===== src/rtl/wb_irq_ctrl_pkg.sv =====
// Shared constants for the Wishbone interrupt controller:
// register offsets, claim-id width and a byte-select expander.
package wb_irq_ctrl_pkg;

  localparam int ID_W = 5;

  localparam logic [7:0] IRQ_PENDING = 8'h00;
  localparam logic [7:0] IRQ_ENABLE  = 8'h04;
  localparam logic [7:0] IRQ_EDGE    = 8'h08;
  localparam logic [7:0] IRQ_CLAIM   = 8'h0C;

  function automatic logic [31:0] sel_mask(input logic [3:0] sel);
    logic [31:0] m;
    for (int b = 0; b < 4; b++) begin
      m[b*8 +: 8] = {8{sel[b]}};
    end
    return m;
  endfunction

endpackage


===== src/rtl/wb_irq_ctrl_if.sv =====
// Wishbone classic bus bundle between the core-side master
// and the interrupt controller slave.
interface wb_irq_ctrl_if #(
  parameter int AW = 32,
  parameter int DW = 32,
  parameter int SW = 4
);
  logic [AW-1:0] wb_addr_i;
  logic [DW-1:0] wb_data_i;
  logic          wb_we_i;
  logic [SW-1:0] wb_sel_i;
  logic          wb_stb_i;
  logic          wb_cyc_i;
  logic          wb_ack_o;
  logic [DW-1:0] wb_data_o;

  modport master (
    output wb_addr_i, wb_data_i, wb_we_i,
    output wb_sel_i, wb_stb_i, wb_cyc_i,
    input  wb_ack_o, wb_data_o
  );

  modport slave (
    input  wb_addr_i, wb_data_i, wb_we_i,
    input  wb_sel_i, wb_stb_i, wb_cyc_i,
    output wb_ack_o, wb_data_o
  );
endinterface


===== src/rtl/wb_irq_ctrl_prio_enc.sv =====
// Lowest-index-wins encoder: returns index+1 of the
// first set bit, or 0 when the vector is empty.
module irq_prio_enc
  import wb_irq_ctrl_pkg::*;
#(
  parameter int N = 8
) (
  input  logic [N-1:0]    i_vec,
  output logic [ID_W-1:0] o_id
);

  always_comb begin
    o_id = '0;
    for (int i = N - 1; i >= 0; i--) begin
      if (i_vec[i]) o_id = ID_W'(i + 1);
    end
  end

endmodule


===== src/rtl/wb_irq_ctrl.sv =====
// Wishbone interrupt controller: level/edge pending latch,
// per-source enable, claim/complete and one core IRQ line.
module wb_irq_ctrl
  import wb_irq_ctrl_pkg::*;
#(
  parameter int WB_DATA_WIDTH = 32,
  parameter int WB_ADDR_WIDTH = 32,
  parameter int WB_SEL_WIDTH  = 4,
  parameter int NUM_IRQ       = 8
) (
  input  logic               clk_i,
  input  logic               rst_i,
  wb_irq_ctrl_if.slave       wb,
  input  logic [NUM_IRQ-1:0] irq_i,
  output logic               ext_irq_o
);

  logic [NUM_IRQ-1:0] r_enable;
  logic [NUM_IRQ-1:0] r_edge;
  logic [NUM_IRQ-1:0] r_epend;
  logic [NUM_IRQ-1:0] r_insvc;
  logic [NUM_IRQ-1:0] r_q;
  logic [NUM_IRQ-1:0] r_qq;
  logic               r_ack;
  logic [31:0]        r_rdata;
  logic               r_ext;

  logic [WB_ADDR_WIDTH-1:0] w_addr_full;
  logic [WB_DATA_WIDTH-1:0] w_wdata;
  logic [WB_SEL_WIDTH-1:0]  w_sel;
  logic [7:0]         w_addr;
  logic               w_req;
  logic               w_wr;
  logic               w_rd;
  logic [31:0]        w_bmask;
  logic [NUM_IRQ-1:0] w_mask;
  logic [NUM_IRQ-1:0] w_wd;
  logic [NUM_IRQ-1:0] w_rise;
  logic [NUM_IRQ-1:0] w_pend;
  logic [NUM_IRQ-1:0] w_cand;
  logic [ID_W-1:0]    w_id;
  logic [NUM_IRQ-1:0] w_claim_oh;
  logic [NUM_IRQ-1:0] w_cmpl_oh;
  logic [NUM_IRQ-1:0] w_w1c;
  logic [31:0]        w_rdata;
  logic               w_unused;

  assign w_addr_full = wb.wb_addr_i;
  assign w_wdata     = wb.wb_data_i;
  assign w_sel       = wb.wb_sel_i;
  assign w_addr      = w_addr_full[7:0];
  assign w_unused    = ^{w_addr_full, w_wdata};

  assign w_req   = wb.wb_cyc_i & wb.wb_stb_i & ~r_ack;
  assign w_wr    = w_req & wb.wb_we_i;
  assign w_rd    = w_req & ~wb.wb_we_i;
  assign w_bmask = sel_mask(w_sel);
  assign w_mask  = w_bmask[NUM_IRQ-1:0];
  assign w_wd    = w_wdata[NUM_IRQ-1:0];

  // Edge rise is folded in combinationally so edge and level
  // sources share the same two-edge source-to-core latency.
  assign w_rise = r_q & ~r_qq & r_edge;
  assign w_pend = ((r_epend | w_rise) & r_edge)
                | (r_q & ~r_edge);
  assign w_cand = w_pend & r_enable & ~r_insvc;

  irq_prio_enc #(.N(NUM_IRQ)) u_enc (
    .i_vec (w_cand),
    .o_id  (w_id)
  );

  always_comb begin
    w_claim_oh = '0;
    w_cmpl_oh  = '0;
    w_w1c      = '0;
    for (int i = 0; i < NUM_IRQ; i++) begin
      w_claim_oh[i] = w_rd & (w_addr == IRQ_CLAIM)
                    & (w_id == ID_W'(i + 1));
      w_cmpl_oh[i]  = w_wr & (w_addr == IRQ_CLAIM)
                    & w_sel[0]
                    & (w_wdata[7:0] == 8'(i + 1));
    end
    if (w_wr && w_addr == IRQ_PENDING) begin
      w_w1c = w_wd & w_mask & r_edge;
    end
  end

  always_comb begin
    w_rdata = '0;
    unique case (1'b1)
      (w_addr == IRQ_PENDING): w_rdata[NUM_IRQ-1:0] = w_pend;
      (w_addr == IRQ_ENABLE):  w_rdata[NUM_IRQ-1:0] = r_enable;
      (w_addr == IRQ_EDGE):    w_rdata[NUM_IRQ-1:0] = r_edge;
      (w_addr == IRQ_CLAIM):   w_rdata[ID_W-1:0]    = w_id;
      default: ;
    endcase
  end

  always_ff @(posedge clk_i or posedge rst_i) begin
    if (rst_i) begin
      r_enable <= '0;
      r_edge   <= '0;
      r_epend  <= '0;
      r_insvc  <= '0;
      r_q      <= '0;
      r_qq     <= '0;
      r_ack    <= 1'b0;
      r_rdata  <= '0;
      r_ext    <= 1'b0;
    end else begin
      r_q   <= irq_i;
      r_qq  <= r_q;
      r_ack <= w_req;
      r_ext <= |w_cand;
      if (w_rd) r_rdata <= w_rdata;
      if (w_wr && w_addr == IRQ_ENABLE) begin
        r_enable <= (r_enable & ~w_mask) | (w_wd & w_mask);
      end
      if (w_wr && w_addr == IRQ_EDGE) begin
        r_edge <= (r_edge & ~w_mask) | (w_wd & w_mask);
      end
      // A rise on the clearing cycle wins over the clear.
      r_epend <= ((r_epend & ~(w_w1c | w_claim_oh)) | w_rise)
               & r_edge;
      r_insvc <= (r_insvc | w_claim_oh) & ~w_cmpl_oh;
    end
  end

  assign wb.wb_ack_o  = r_ack;
  assign wb.wb_data_o = r_rdata;
  assign ext_irq_o    = r_ext;

endmodule


===== src/flat_wrapper.sv =====
// flat-port wrapper written by rule: the top's interface ports become plain ports
module wb_irq_ctrl_flat import wb_irq_ctrl_pkg::*;
#(
  parameter int WB_DATA_WIDTH = 32,
  parameter int WB_ADDR_WIDTH = 32,
  parameter int WB_SEL_WIDTH  = 4,
  parameter int NUM_IRQ       = 8
)
  (clk_i, rst_i, irq_i, ext_irq_o, wb_wb_addr_i, wb_wb_data_i, wb_wb_we_i, wb_wb_sel_i, wb_wb_stb_i, wb_wb_cyc_i, wb_wb_ack_o, wb_wb_data_o);
  wb_irq_ctrl_if wb_i ();
  input  logic clk_i;
  input  logic rst_i;
  input  logic [NUM_IRQ-1:0] irq_i;
  output logic ext_irq_o;
  input wire logic [$bits(wb_i.wb_addr_i)-1:0] wb_wb_addr_i;
  input wire logic [$bits(wb_i.wb_data_i)-1:0] wb_wb_data_i;
  input wire logic [$bits(wb_i.wb_we_i)-1:0] wb_wb_we_i;
  input wire logic [$bits(wb_i.wb_sel_i)-1:0] wb_wb_sel_i;
  input wire logic [$bits(wb_i.wb_stb_i)-1:0] wb_wb_stb_i;
  input wire logic [$bits(wb_i.wb_cyc_i)-1:0] wb_wb_cyc_i;
  output wire logic [$bits(wb_i.wb_ack_o)-1:0] wb_wb_ack_o;
  output wire logic [$bits(wb_i.wb_data_o)-1:0] wb_wb_data_o;
  assign wb_i.wb_addr_i = wb_wb_addr_i;
  assign wb_i.wb_data_i = wb_wb_data_i;
  assign wb_i.wb_we_i = wb_wb_we_i;
  assign wb_i.wb_sel_i = wb_wb_sel_i;
  assign wb_i.wb_stb_i = wb_wb_stb_i;
  assign wb_i.wb_cyc_i = wb_wb_cyc_i;
  assign wb_wb_ack_o = wb_i.wb_ack_o;
  assign wb_wb_data_o = wb_i.wb_data_o;
  wb_irq_ctrl #(.WB_DATA_WIDTH(WB_DATA_WIDTH), .WB_ADDR_WIDTH(WB_ADDR_WIDTH), .WB_SEL_WIDTH(WB_SEL_WIDTH), .NUM_IRQ(NUM_IRQ)) u_core (.clk_i(clk_i), .rst_i(rst_i), .wb(wb_i), .irq_i(irq_i), .ext_irq_o(ext_irq_o));
endmodule

===== config.mk =====
export PLATFORM = sky130hd
export DESIGN_NAME = wb_irq_ctrl_flat
export DESIGN_NICKNAME = d
export VERILOG_FILES = /design/src/rtl/wb_irq_ctrl_pkg.sv /design/src/rtl/wb_irq_ctrl_if.sv /design/src/rtl/wb_irq_ctrl_prio_enc.sv /design/src/rtl/wb_irq_ctrl.sv /design/src/flat_wrapper.sv
export SDC_FILE = /design/constraint.sdc
export NUM_CORES = 1
export LEC_CHECK = 0
export ABC_AREA = 1
export CAP_MARGIN = 20
export CORE_UTILIZATION = 49
export DETAILED_ROUTE_END_ITERATION = 10
export GPL_TIMING_DRIVEN = 0
export PLACE_DENSITY = 0.95
export SETUP_SLACK_MARGIN = 0.4
export SLEW_MARGIN = 40
export SYNTH_ARGS = -nofsm -noshare
export SYNTH_HDL_FRONTEND = slang
export SYNTH_SLANG_ARGS = --single-unit

===== constraint.sdc =====
create_clock -name clk_i -period 4.7 [get_ports clk_i]
set_input_delay 0.47 -clock clk_i [delete_from_list [all_inputs] [get_ports clk_i]]
set_output_delay 0.47 -clock clk_i [all_outputs]
set_load 0.1 [all_outputs]

==> qor.log, run 1 <==
INFO  clock_tree     cts_setup_buffers=0
INFO  clock_tree     clk_pin_slew=0.07ns
INFO  worst_setup_path critPathArrivalTime=2.30ns
INFO  cells_and_area nNetsFinal=542
INFO  detailed_routing post_drt_wl_per_cell=13.5µm
INFO  worst_setup_path cp_common_cell=nand2_1
INFO  timing         fmax=0.489GHz
INFO  synthesis      synth.yosys.seq_area_share=45.2%
INFO  floorplanning  die_w=82.9µm
INFO  timing         fin_worst_skew=0.00537ns
INFO  placed_design  placedInstanceArea=3750µm²
INFO  global_routing antenna_found_initial=0
INFO  synthesis      synthTopCellsByArea=dfrtp_1 45%, nand2_1 12%, inv_1 5.8%
INFO  synthesis      synth.distinct_cells=36
INFO  timing         hold_violations=0
INFO  timing         period_needed=2.05ns
INFO  global_routing globalRoute.totalOverflow=0
INFO  clock_tree     clock_insertion_delay_worst_skew=0.35ns
INFO  detailed_routing vias_post_dr=2721
INFO  synthesis      yosys_register_bits=58
INFO  timing         final-max-slew-violation-count=0
INFO  worst_setup_path critical-path-slowest-cell=clkdlybuf4s50_1
INFO  power          peakVddDrop=0.209mV
INFO  worst_setup_path cpLargestDelayFamily=buffers and inverters
INFO  timing         timing.setup.tns=0ns
INFO  placed_design  dp_hpwl=5450µm
INFO  detailed_routing ant_nets=0
INFO  placed_design  numPortBuffers=39
INFO  floorplanning  core=6350µm²
INFO  cells_and_area final_cell_mix=105 x nand2_1, 58 x dfrtp_1, 49 x inv_1
INFO  clock_tree     post_cts_hold_buffer_count=0
INFO  clock_tree     clock_sink_count=58
INFO  floorplanning  start_util=50.5%
INFO  worst_setup_path critPathMaxStageDelay=0.60ns
INFO  power          p_leak=1.99nW
INFO  worst_setup_path critical_path_required=4.95ns
INFO  worst_setup_path r2r.worst_path.cells=8
INFO  floorplanning  die-area=6880µm²
INFO  worst_hold_path hold-path-cell-count=0
INFO  clock_tree     cts.repair.resized=0
INFO  worst_hold_path holdCritStartpoint=u_core.r_q[0]
INFO  cells_and_area layout-drive-gt1-share=23.2%
INFO  floorplanning  die_height=82.9µm
INFO  synthesis      count_of_flip_flops_with_a_built_in_enable_after_synthesis=0
INFO  detailed_routing dr.first_iter.drc_count=158
INFO  clock_tree     htree_levels=3
INFO  synthesis      async_s_r_ff_share_synth=100%
INFO  detailed_routing route.detailed.drc=0
INFO  synthesis      synth_area_leader_cell=dfrtp_1
INFO  placed_design  routabilityCongestion=0.940
INFO  worst_setup_path rr_startpoint=u_core.wb.wb_ack_o
INFO  worst_setup_path regToRegSetupSlack=2.95ns
INFO  power          powerDensity=303nW/µm²
INFO  synthesis      synth.cell_area=3210µm²
INFO  global_routing first_pass_grt_wire_length=12100µm
INFO  detailed_routing routed_wirelength=7310µm
INFO  worst_setup_path worstPathMaxFanout=6
INFO  global_routing number_of_global_route_vias_before_repair=2612
INFO  clock_tree     cts_max_path_buffers=2
INFO  global_routing grt_start_max_net_pins=34
INFO  worst_setup_path path_class=input port to flip-flop
INFO  timing         setup_violations=0
INFO  worst_setup_path cp_cell_sequence=clkdlybuf4s50_1 > inv_1 > nand4_1 > inv_1 > a221oi_1 > nand2_1 > nand2_1 > nand2_1
INFO  floorplanning  std_cell_rows=29
INFO  worst_hold_path hold_class=flip-flop to flip-flop
INFO  floorplanning  design.portCount=115
INFO  job            drv.max_cap_violation_count=0
INFO  detailed_routing viasPerCell=5.01
INFO  timing         fin_crit_sh=43.5%
INFO  synthesis      yosys_warnings=0
INFO  clock_tree     cts_inserted_buffers=9
INFO  detailed_routing drt-pass1-iter-count=5
INFO  timing         grt_setup_unrepaired=no
INFO  worst_setup_path worst_r2r_endpoint=u_core.r_insvc[1]
INFO  cells_and_area n_fill_cell=541
INFO  cells_and_area layout.cells.most_common=nand2_1
INFO  global_routing global_route.usage.total=22.5%
INFO  synthesis      synth-main-ff-cell=dfrtp_1
INFO  clock_tree     clock_tree_from_tritoncts=built
INFO  worst_hold_path worstHoldEndpoint=u_core.r_qq[0]
INFO  synthesis      synth_top_area_share=45.2%
INFO  worst_setup_path cp.buffers_inverters=3
INFO  run_status     outcome=completed
INFO  worst_setup_path critical_path.endpoint_type=flip-flop
INFO  synthesis      syn-mean-instance-area=8.29µm²
INFO  cells_and_area n_antenna_cell=0
INFO  cells_and_area multi_input_area=1400µm²
INFO  clock_tree     ctsRootBufferMaster=clkbuf_8
INFO  cells_and_area register_area=1450µm²
INFO  worst_setup_path start_kind=input port
INFO  cells_and_area postLayoutCellArea=3970µm²
INFO  synthesis      synth_cells=387
INFO  cells_and_area area_delta_synth_final=23.8%
cells by family (layout without fill, tap and decap cells):
family | count (synthesis) | after routing | synth area share (%)
buffers and inverters | 89 | 145 | 14.0
other | 1 | 24 | 0.117
and+or+nand+nor | 175 | 175 | 28.5
AOI/OAI and AO/OA | 64 | 64 | 12.2
DFF | 58 | 58 | 45.2
metrics by stage:
stage / total power (W) / setup WS [ns] / utilization, % / instances / hold WS [ns]
after detailed placement: 0.000700 / 2.39 / 59.1 / 527 / 0.393
final: 0.00121 / 2.65 / 62.6 / 543 / 0.403
after CTS: 0.00121 / 2.74 / 62.6 / 543 / 0.403
after floorplan: 0.000658 / 2.80 / - / 410 / 0.368
after global placement: 0.000696 / 1.84 / 59.6 / 526 / 0.382
after global routing: 0.00124 / 2.54 / 62.6 / 543 / 0.411
where the power goes:
| group | switching, W | total, W | internal, W | leakage, nW |
|---|---|---|---|---|
| Sequential | 0.00000579 | 0.000514 | 0.000508 | 0.741 |
| Combinational | 0.000133 | 0.000178 | 0.0000452 | 1.13 |
| Clock | 0.000205 | 0.000513 | 0.000309 | 0.116 |
routing by layer:
layer / part of all wire [%] / up-vias / track usage [%]
li1: - / 1335 / -
met1: 43 / 1250 / 28.1
met2: 48 / 121 / 36.8
met3: 6.5 / 15 / 5.37
met4: 2.3 / 0 / 11.0
met5: 0 / - / 0
layout make-up:
type                       count  share of cell area (%)
buffer                        28                    5.48
clock buffer                  10                    3.46
clock inverter                 6                    2.02
inverter                      61                    5.86
multi-input combinational    263                    35.1
sequential                    58                    36.5
tap                           77                    2.43
timing repair buffer          40                    9.07
Yosys cell counts, types with 2 or more instances:
cell type and count:
a21oi_1 17, a21oi_2 2, a221oi_1 2, buf_4 24
buf_6 3, dfrtp_1 58, inv_1 50, inv_2 10
nand2_1 105, nand2_2 10, nand2_4 3, nand3_1 10
nand3_2 3, nand3_4 2, nand4_1 4, nor2_1 19
nor2_2 2, nor2_4 5, nor2_8 3, nor3_1 4
nor4_1 2, o21ai_0 15, o21ai_1 12, o21ai_2 8
o21bai_1 2, o22ai_1 2
worst max-delay path by stage:
stage / start / end / cells after the start / slack, ns
after floorplan: rst_i / asynchronous set/reset pin / 1 / 2.80
after global placement: rst_i / u_core.wb.wb_ack_o / 2 / 1.84
after detailed placement: wb_wb_addr_i[3] / u_core.wb.wb_data_o[3] / 8 / 2.39
after CTS: wb_wb_addr_i[3] / u_core.wb.wb_data_o[3] / 8 / 2.74
after global routing: wb_wb_addr_i[3] / u_core.wb.wb_data_o[3] / 8 / 2.54
final: wb_wb_addr_i[3] / u_core.wb.wb_data_o[3] / 8 / 2.65
Power figures use the tool's default switching activity.
==> run 2: changes to the inputs <==
--- a/config.mk
+++ b/config.mk
@@ -7,10 +7,10 @@
 export LEC_CHECK = 0
 export ABC_AREA = 1
 export CAP_MARGIN = 20
-export CORE_UTILIZATION = 49
+export CORE_UTILIZATION = 41
 export DETAILED_ROUTE_END_ITERATION = 10
 export GPL_TIMING_DRIVEN = 0
-export PLACE_DENSITY = 0.95
+export PLACE_DENSITY = 0.87
 export SETUP_SLACK_MARGIN = 0.4
 export SLEW_MARGIN = 40
 export SYNTH_ARGS = -nofsm -noshare
==> constraint.sdc (replaced) <==
create_clock -name clk_i -period 1.6 [get_ports clk_i]
set_input_delay 0.16 -clock clk_i [delete_from_list [all_inputs] [get_ports clk_i]]
set_output_delay 0.16 -clock clk_i [all_outputs]
set_load 0.1 [all_outputs]
==> run 2 against run 1 <==
Compared with the run above: the flow now finishes with violations (negative setup slack); clock skew is 0.0073 ns higher; highest routed layer unchanged; sequential power rose to 2.9 times the previous value; critical path depth up 5; die area rose by 19%; sequential cell count unchanged; first-iteration DRC count rose by 72%.
==> qor.log, run 2 (synthesis gave the netlist of run 1 again) <==
INFO  job            drv.max_cap_violation_count=0 [unchanged]
INFO  timing         fmax=0.584GHz
INFO  cells_and_area n_fill_cell=534 [was 541]
INFO  clock_tree     cts_max_path_buffers=2 [unchanged]
INFO  worst_setup_path critPathArrivalTime=1.96ns [was 2.30 ns]
INFO  run_status     failed_checks=negative setup slack
INFO  timing         post-route-worst-setup-slack=-0.112ns [was 2.65 ns]
INFO  detailed_routing ant_nets=0 [unchanged]
INFO  worst_setup_path worstPathMaxFanout=5 [was 6]
INFO  detailed_routing route.detailed.drc=0 [unchanged]
INFO  global_routing first_pass_grt_wire_length=14800µm [was 12100 µm]
INFO  timing         timing.setup.tns=-0.421ns [was 0 ns]
INFO  worst_setup_path critical_path_required=1.85ns [was 4.95 ns]
INFO  detailed_routing dr.first_iter.drc_count=272 [was 158]
INFO  cells_and_area final_cell_mix=68 x nand2_1, 62 x buf_4, 57 x dfrtp_1 [was 105 x nand2_1, 58 x dfrtp_1, 49 x inv_1]
INFO  global_routing global_route.usage.total=23.6% [was 22.5%]
INFO  global_routing number_of_global_route_vias_before_repair=3046 [was 2612]
INFO  worst_setup_path start_kind=flip-flop [was input port]
INFO  worst_hold_path hold_class=input port to asynchronous set/reset pin [was flip-flop to flip-flop]
INFO  detailed_routing dr_wl_met3=783µm [was 477 µm]
INFO  worst_setup_path regToRegSetupSlack=-0.11ns [was 2.95 ns]
INFO  clock_tree     ctsRootBufferMaster=clkbuf_8 [unchanged]
INFO  clock_tree     clk_pin_slew=0.07ns [about the same]
INFO  global_routing antenna_found_initial=0 [unchanged]
INFO  power          swShare=29.2% [was 28.5%]
INFO  global_routing globalRoute.totalOverflow=0 [unchanged]
INFO  cells_and_area layout.cells.most_common=nand2_1 [unchanged]
INFO  floorplanning  die-area=8190µm² [was 6880 µm²]
INFO  worst_setup_path path_class=flip-flop to flip-flop [was input port to flip-flop]
INFO  power          peakVddDrop=0.521mV [was 0.209 mV]
INFO  clock_tree     htree_levels=3 [unchanged]
INFO  detailed_routing viasPerCell=5.21 [was 5.01]
INFO  placed_design  routabilityCongestion=0.937 [was 0.940]
INFO  power          combinational_share_of_power=16.4% [was 14.8%]
INFO  timing         period_needed=1.71ns
INFO  timing         hold_violations=0 [unchanged]
INFO  timing         fin_crit_sh=107%
INFO  detailed_routing wl_met2=5020µm [was 3520 µm]
INFO  floorplanning  std_cell_rows=31 [was 29]
INFO  detailed_routing top_layer_used=met4 [unchanged]
INFO  clock_tree     cts_inserted_buffers=9 [unchanged]
INFO  detailed_routing post_drt_wl_per_cell=16.5µm [was 13.5 µm]
INFO  cells_and_area area_delta_synth_final=53.2% [was 23.8%]
INFO  power          clkPwrFrac=42.1% [was 42.6%]
INFO  worst_setup_path critical_path.endpoint_type=flip-flop [unchanged]
INFO  detailed_routing met1_length=3650µm [was 3140 µm]
INFO  timing         fin_worst_skew=0.0126ns [was 0.00537 ns]
INFO  power          power_frac_seq=41.5% [was 42.6%]
INFO  floorplanning  start_util=43.3% [was 50.5%]
INFO  clock_tree     clock_insertion_delay_worst_skew=0.36ns [was 0.35 ns]
INFO  power          p_leak=2.36nW [was 1.99 nW]
INFO  placed_design  numPortBuffers=39 [unchanged]
INFO  clock_tree     clock_sink_count=58 [unchanged]
INFO  timing         setup_violations=10 [was 0]
INFO  detailed_routing routed_wirelength=10100µm [was 7310 µm]
INFO  floorplanning  die_w=90.5µm [was 82.9 µm]
INFO  power          total_switching_power=0.00106W [was 0.000343 W]
INFO  placed_design  dp_hpwl=5620µm [was 5450 µm]
INFO  power          intPower=0.00258W [was 0.000862 W]
INFO  cells_and_area layout-drive-gt1-share=45.4% [was 23.2%]
INFO  cells_and_area n_antenna_cell=0 [unchanged]
INFO  clock_tree     clock_tree_from_tritoncts=built [unchanged]
INFO  floorplanning  design.portCount=115 [unchanged]
INFO  floorplanning  core=7410µm² [was 6350 µm²]
INFO  floorplanning  die_height=90.5µm [was 82.9 µm]
INFO  cells_and_area nNetsFinal=589 [was 542]
INFO  timing         final-max-slew-violation-count=0 [unchanged]
INFO  global_routing grt_start_max_net_pins=27 [was 34]
INFO  timing         grt_setup_unrepaired=yes [was no]
INFO  power          powerDensity=740nW/µm² [was 303 nW/µm²]
INFO  clock_tree     post_cts_hold_buffer_count=0 [unchanged]
INFO  run_status     outcome=finished, violations left [was completed]
INFO  detailed_routing vias_post_dr=3188 [was 2721]
INFO  cells_and_area final_core_utilization=66.4% [was 62.6%]
INFO  detailed_routing drt-pass1-iter-count=5 [unchanged]
-- run 2: critical path, stage by stage, from the launching register on --
cell,delay (ns)
dfrtp_1,0.42
nand2_1,0.08
nand2_1,0.06
nand2_1,0.09
nand2_2,0.08
nand2_2,0.09
nand2_1,0.06
nand2_1,0.08
nand2_2,0.08
nand2_4,0.12
buf_4,0.14
nand4_4,0.14
nand2_2,0.10
a21oi_2,0.05
-- run 2: final timing paths --
check | to | cells past startpoint
setup / recovery | u_core.r_epend[3] | 13
hold / removal | u_core.r_q[4] | 2
setup reg to reg | u_core.r_epend[3] | 13
hold reg to reg | u_core.r_qq[1] | 0
max in group asynchronous | u_core.r_q[6] | 3
min in group clk_i | u_core.r_q[3] | 1
-- run 2: metal layers --
layer	vias up	track usage (%)
met3	64	6.23
met5	-	0
li1	1421	-
met1	1480	27.0
met4	0	15.7
met2	223	38.8
-- run 2: metrics by stage --
step                area [µm²]  setup WS [ns]  total power (W)  instances  hold slack, ns
CTS                       4680         0.0548          0.00361        603           0.182
global placement          3850         -0.410          0.00205        548           0.385
floorplan                 3340        0.00253          0.00194        410           0.191
finish                    4920         -0.112          0.00364        612           0.175
detailed placement        3840         -0.444          0.00207        550           0.390
global route              4920         -0.156          0.00375        612           0.220
-- run 2: cell type report --
cell class                 instances  area (µm²)  share of cell area [%]
sequential                        58        1460                    29.6
buffer                            28         241                    4.91
inverter                          61         250                    5.09
tap                               99         124                    2.52
clock inverter                     5        77.6                    1.58
clock buffer                      11         141                    2.88
timing repair buffer              87         875                    17.8
multi-input combinational        263        1750                    35.6
-- run 2: timing repair --
item | in CTS | in global routing
pin swaps | 32 | 19
endpoints found under the setup margin | 51 | 44
resized for setup | 92 | 54
hold endpoints to repair | 0 | 0
setup buffers | 33 | 9
gates cloned | 4 | 0
-- run 2: power by group through the flow --
stage	Combinational, W	Sequential (W)	Clock, W
6_report	0.000598	0.00151	0.00153
5_1_grt	0.000628	0.00151	0.00161
4_1_cts	0.000564	0.00151	0.00154
3_5_place_dp	0.000529	0.00154	0
3_3_place_gp	0.000515	0.00154	0
2_1_floorplan	0.000388	0.00155	0
==> run 3: changes to the inputs <==
==> constraint.sdc (replaced) <==
create_clock -name clk_i -period 1.6 [get_ports clk_i]
set_input_delay 0.16 -clock clk_i [delete_from_list [all_inputs] [get_ports clk_i]]
set_output_delay 0.16 -clock clk_i [all_outputs]
set_load 0.05 [all_outputs]
==> run 3 against run 2 <==
Compared with the run above: the run still ends with negative setup slack left; sequential power about the same; via count shrank 0.69%; sequential cell count stayed put; critical endpoint unchanged; highest routed layer unchanged.
==> qor.log, run 3 (synthesis gave the netlist of run 1 again) <==
INFO  cells_and_area layout.cells.most_common=nand2_1 [unchanged]
INFO  floorplanning  start_util=43.3% [unchanged]
INFO  clock_tree     htree_levels=3 [unchanged]
INFO  clock_tree     cts_inserted_buffers=9 [unchanged]
INFO  power          intPower=0.00257W [was 0.00258 W]
INFO  clock_tree     post_cts_hold_buffer_count=0 [unchanged]
INFO  detailed_routing routed_wirelength=10100µm [about the same]
INFO  run_status     failed_checks=negative setup slack [unchanged]
INFO  timing         period_needed=1.62ns [was 1.71 ns]
INFO  worst_setup_path regToRegSetupSlack=-0.02ns [was -0.11 ns]
INFO  cells_and_area n_antenna_cell=0 [unchanged]
INFO  clock_tree     cts_max_path_buffers=2 [unchanged]
INFO  timing         fin_worst_skew=0.0107ns [was 0.0126 ns]
INFO  floorplanning  die-area=8190µm² [unchanged]
INFO  timing         fmax=0.616GHz [was 0.584 GHz]
INFO  placed_design  dp_hpwl=5570µm [was 5620 µm]
INFO  cells_and_area postLayoutCellArea=4940µm² [was 4920 µm²]
INFO  cells_and_area area_delta_synth_final=53.8% [was 53.2%]
INFO  cells_and_area n_fill_cell=535 [was 534]
INFO  power          powerDensity=710nW/µm² [was 740 nW/µm²]
INFO  timing         fin_crit_sh=101% [was 107%]
INFO  floorplanning  die_height=90.5µm [unchanged]
INFO  clock_tree     clock_tree_from_tritoncts=built [unchanged]
INFO  timing         grt_setup_unrepaired=yes [unchanged]
INFO  global_routing number_of_global_route_vias_before_repair=3083 [was 3046]
INFO  global_routing antenna_found_initial=0 [unchanged]
INFO  global_routing grt_start_max_net_pins=27 [unchanged]
INFO  worst_setup_path critical_path_required=1.84ns [was 1.85 ns]
INFO  worst_hold_path hold_class=input port to asynchronous set/reset pin [unchanged]
INFO  cells_and_area final_core_utilization=66.6% [was 66.4%]
INFO  placed_design  numPortBuffers=39 [unchanged]
INFO  worst_setup_path worstPathMaxFanout=6 [was 5]
INFO  timing         final-max-slew-violation-count=0 [unchanged]
INFO  detailed_routing dr.first_iter.drc_count=237 [was 272]
INFO  detailed_routing ant_nets=0 [unchanged]
INFO  cells_and_area final_cell_mix=70 x nand2_1, 57 x dfrtp_1, 57 x buf_4 [was 68 x nand2_1, 62 x buf_4, 57 x dfrtp_1]
INFO  worst_setup_path critical_path.endpoint_type=flip-flop [unchanged]
INFO  placed_design  preCtsSetupSlack=-0.474ns [was -0.444 ns]
INFO  floorplanning  die_w=90.5µm [unchanged]
INFO  placed_design  routabilityCongestion=0.898 [was 0.937]
INFO  power          power_frac_seq=43.1% [was 41.5%]
INFO  cells_and_area nNetsFinal=593 [was 589]
INFO  placed_design  placedInstanceArea=3910µm² [was 3840 µm²]
INFO  cells_and_area layout-drive-gt1-share=45.8% [was 45.4%]
INFO  job            drv.max_cap_violation_count=0 [unchanged]
INFO  power          p_leak=2.39nW [was 2.36 nW]
INFO  timing         setup_violations=6 [was 10]
INFO  timing         hold_violations=0 [unchanged]
INFO  clock_tree     clk_pin_slew=0.07ns [about the same]
INFO  global_routing global_route.usage.total=23.2% [was 23.6%]
INFO  floorplanning  core=7410µm² [unchanged]
INFO  power          total_switching_power=0.000934W [was 0.00106 W]
INFO  power          clkPwrFrac=43.7% [was 42.1%]
INFO  clock_tree     clock_sink_count=58 [unchanged]
INFO  power          swShare=26.6% [was 29.2%]
INFO  detailed_routing post_drt_wl_per_cell=16.3µm [was 16.5 µm]
INFO  worst_setup_path start_kind=flip-flop [unchanged]
INFO  worst_setup_path critPathArrivalTime=1.87ns [was 1.96 ns]
INFO  detailed_routing route.detailed.drc=0 [unchanged]
INFO  power          peakVddDrop=0.434mV [was 0.521 mV]
INFO  detailed_routing viasPerCell=5.14 [was 5.21]
INFO  clock_tree     ctsRootBufferMaster=clkbuf_8 [unchanged]
INFO  worst_setup_path r2r.worst_path.cells=11 [was 13]
INFO  floorplanning  std_cell_rows=31 [unchanged]
INFO  worst_setup_path worst_r2r_endpoint=u_core.r_epend[3] [unchanged]
INFO  timing         post-route-worst-setup-slack=-0.0240ns [was -0.112 ns]
INFO  detailed_routing vias_post_dr=3166 [was 3188]
INFO  worst_setup_path path_class=flip-flop to flip-flop [unchanged]
INFO  power          combinational_share_of_power=13.2% [was 16.4%]
INFO  global_routing globalRoute.totalOverflow=0 [unchanged]
INFO  detailed_routing drt-pass1-iter-count=5 [unchanged]
INFO  global_routing first_pass_grt_wire_length=14500µm [was 14800 µm]
INFO  run_status     outcome=finished, violations left [unchanged]
INFO  clock_tree     clock_insertion_delay_worst_skew=0.36ns [about the same]
INFO  floorplanning  design.portCount=115 [unchanged]
[run 3: cell count changes in the layout (fill, tap and decap cells not counted), moves of 3 or more]
cell / previous run / this run
buf_2: 0 / 9
buf_4: 62 / 57
clkdlybuf4s15_1: 0 / 3
dlygate4sd2_1: 7 / 4
inv_1: 42 / 45
inv_2: 12 / 8
nor2_1: 17 / 14
o21ai_2: 19 / 16
[run 3: critical path: stages (launching register included)]
cell     delay (ns)
dfrtp_1        0.39
nand2_1        0.08
nand2_1        0.07
nand2_2        0.07
nand2_2        0.10
nand2_4        0.08
nor2_8         0.18
nand3_4        0.13
nor2_8         0.16
nand4_4        0.12
nand2_2        0.09
a21oi_2        0.05
[run 3: what timing repair did]
item,in CTS,in global routing
gates resized for setup,138,51
endpoints found under the setup margin,50,42
gates cloned,3,0
setup buffers,38,9
pin swaps,20,34
[run 3: final cells by class]
class                      instances  area (µm²)  area share, %
multi-input combinational        263        1780           36.0
sequential                        58        1450           29.4
timing repair buffer              91         867           17.6
inverter                          61         255           5.17
buffer                            28         241           4.89
clock buffer                      11         141           2.86
tap                               99         124           2.51
clock inverter                     5        77.6           1.57
[run 3: power by group through the flow]
stage                     Combinational, W  Clock, W  Sequential, W
after floorplan                   0.000268         0        0.00154
after global placement            0.000387         0        0.00154
after detailed placement          0.000407         0        0.00154
after CTS                         0.000440   0.00153        0.00151
after global routing              0.000493   0.00160        0.00151
final                             0.000464   0.00153        0.00151
[run 3: stage by stage]
step	power (W)	TNS, ns	hold WS [ns]	std cells
5_1_grt	0.00360	-1.27	0.131	616
3_3_place_gp	0.00192	-7.15	0.382	548
2_1_floorplan	0.00181	0	0.191	410
6_report	0.00351	-0.0776	0.111	616
3_5_place_dp	0.00194	-9.46	0.390	550
4_1_cts	0.00348	0	0.115	607
[run 3: how the worst max path moves through the flow]
stage / endpoint / slack, ns / depth (start not counted)
6_report: u_core.r_epend[3] / -0.02 / 11
5_1_grt: u_core.wb.wb_data_o[0] / -0.15 / 14
4_1_cts: u_core.r_epend[3] / 0.08 / 11
3_5_place_dp: u_core.wb.wb_data_o[3] / -0.47 / 8
3_3_place_gp: u_core.wb.wb_data_o[3] / -0.47 / 8
2_1_floorplan: u_core.r_epend[2] / 0.12 / 10
[run 3: layer usage]
| layer | up-vias | part of all wire (%) | track usage (%) |
|---|---|---|---|
| met5 | - | 0 | 0 |
| met1 | 1490 | 37 | 25.4 |
| li1 | 1433 | - | - |
| met4 | 0 | 5.7 | 14.4 |
| met3 | 58 | 7.8 | 6.73 |
| met2 | 185 | 50 | 39.3 |
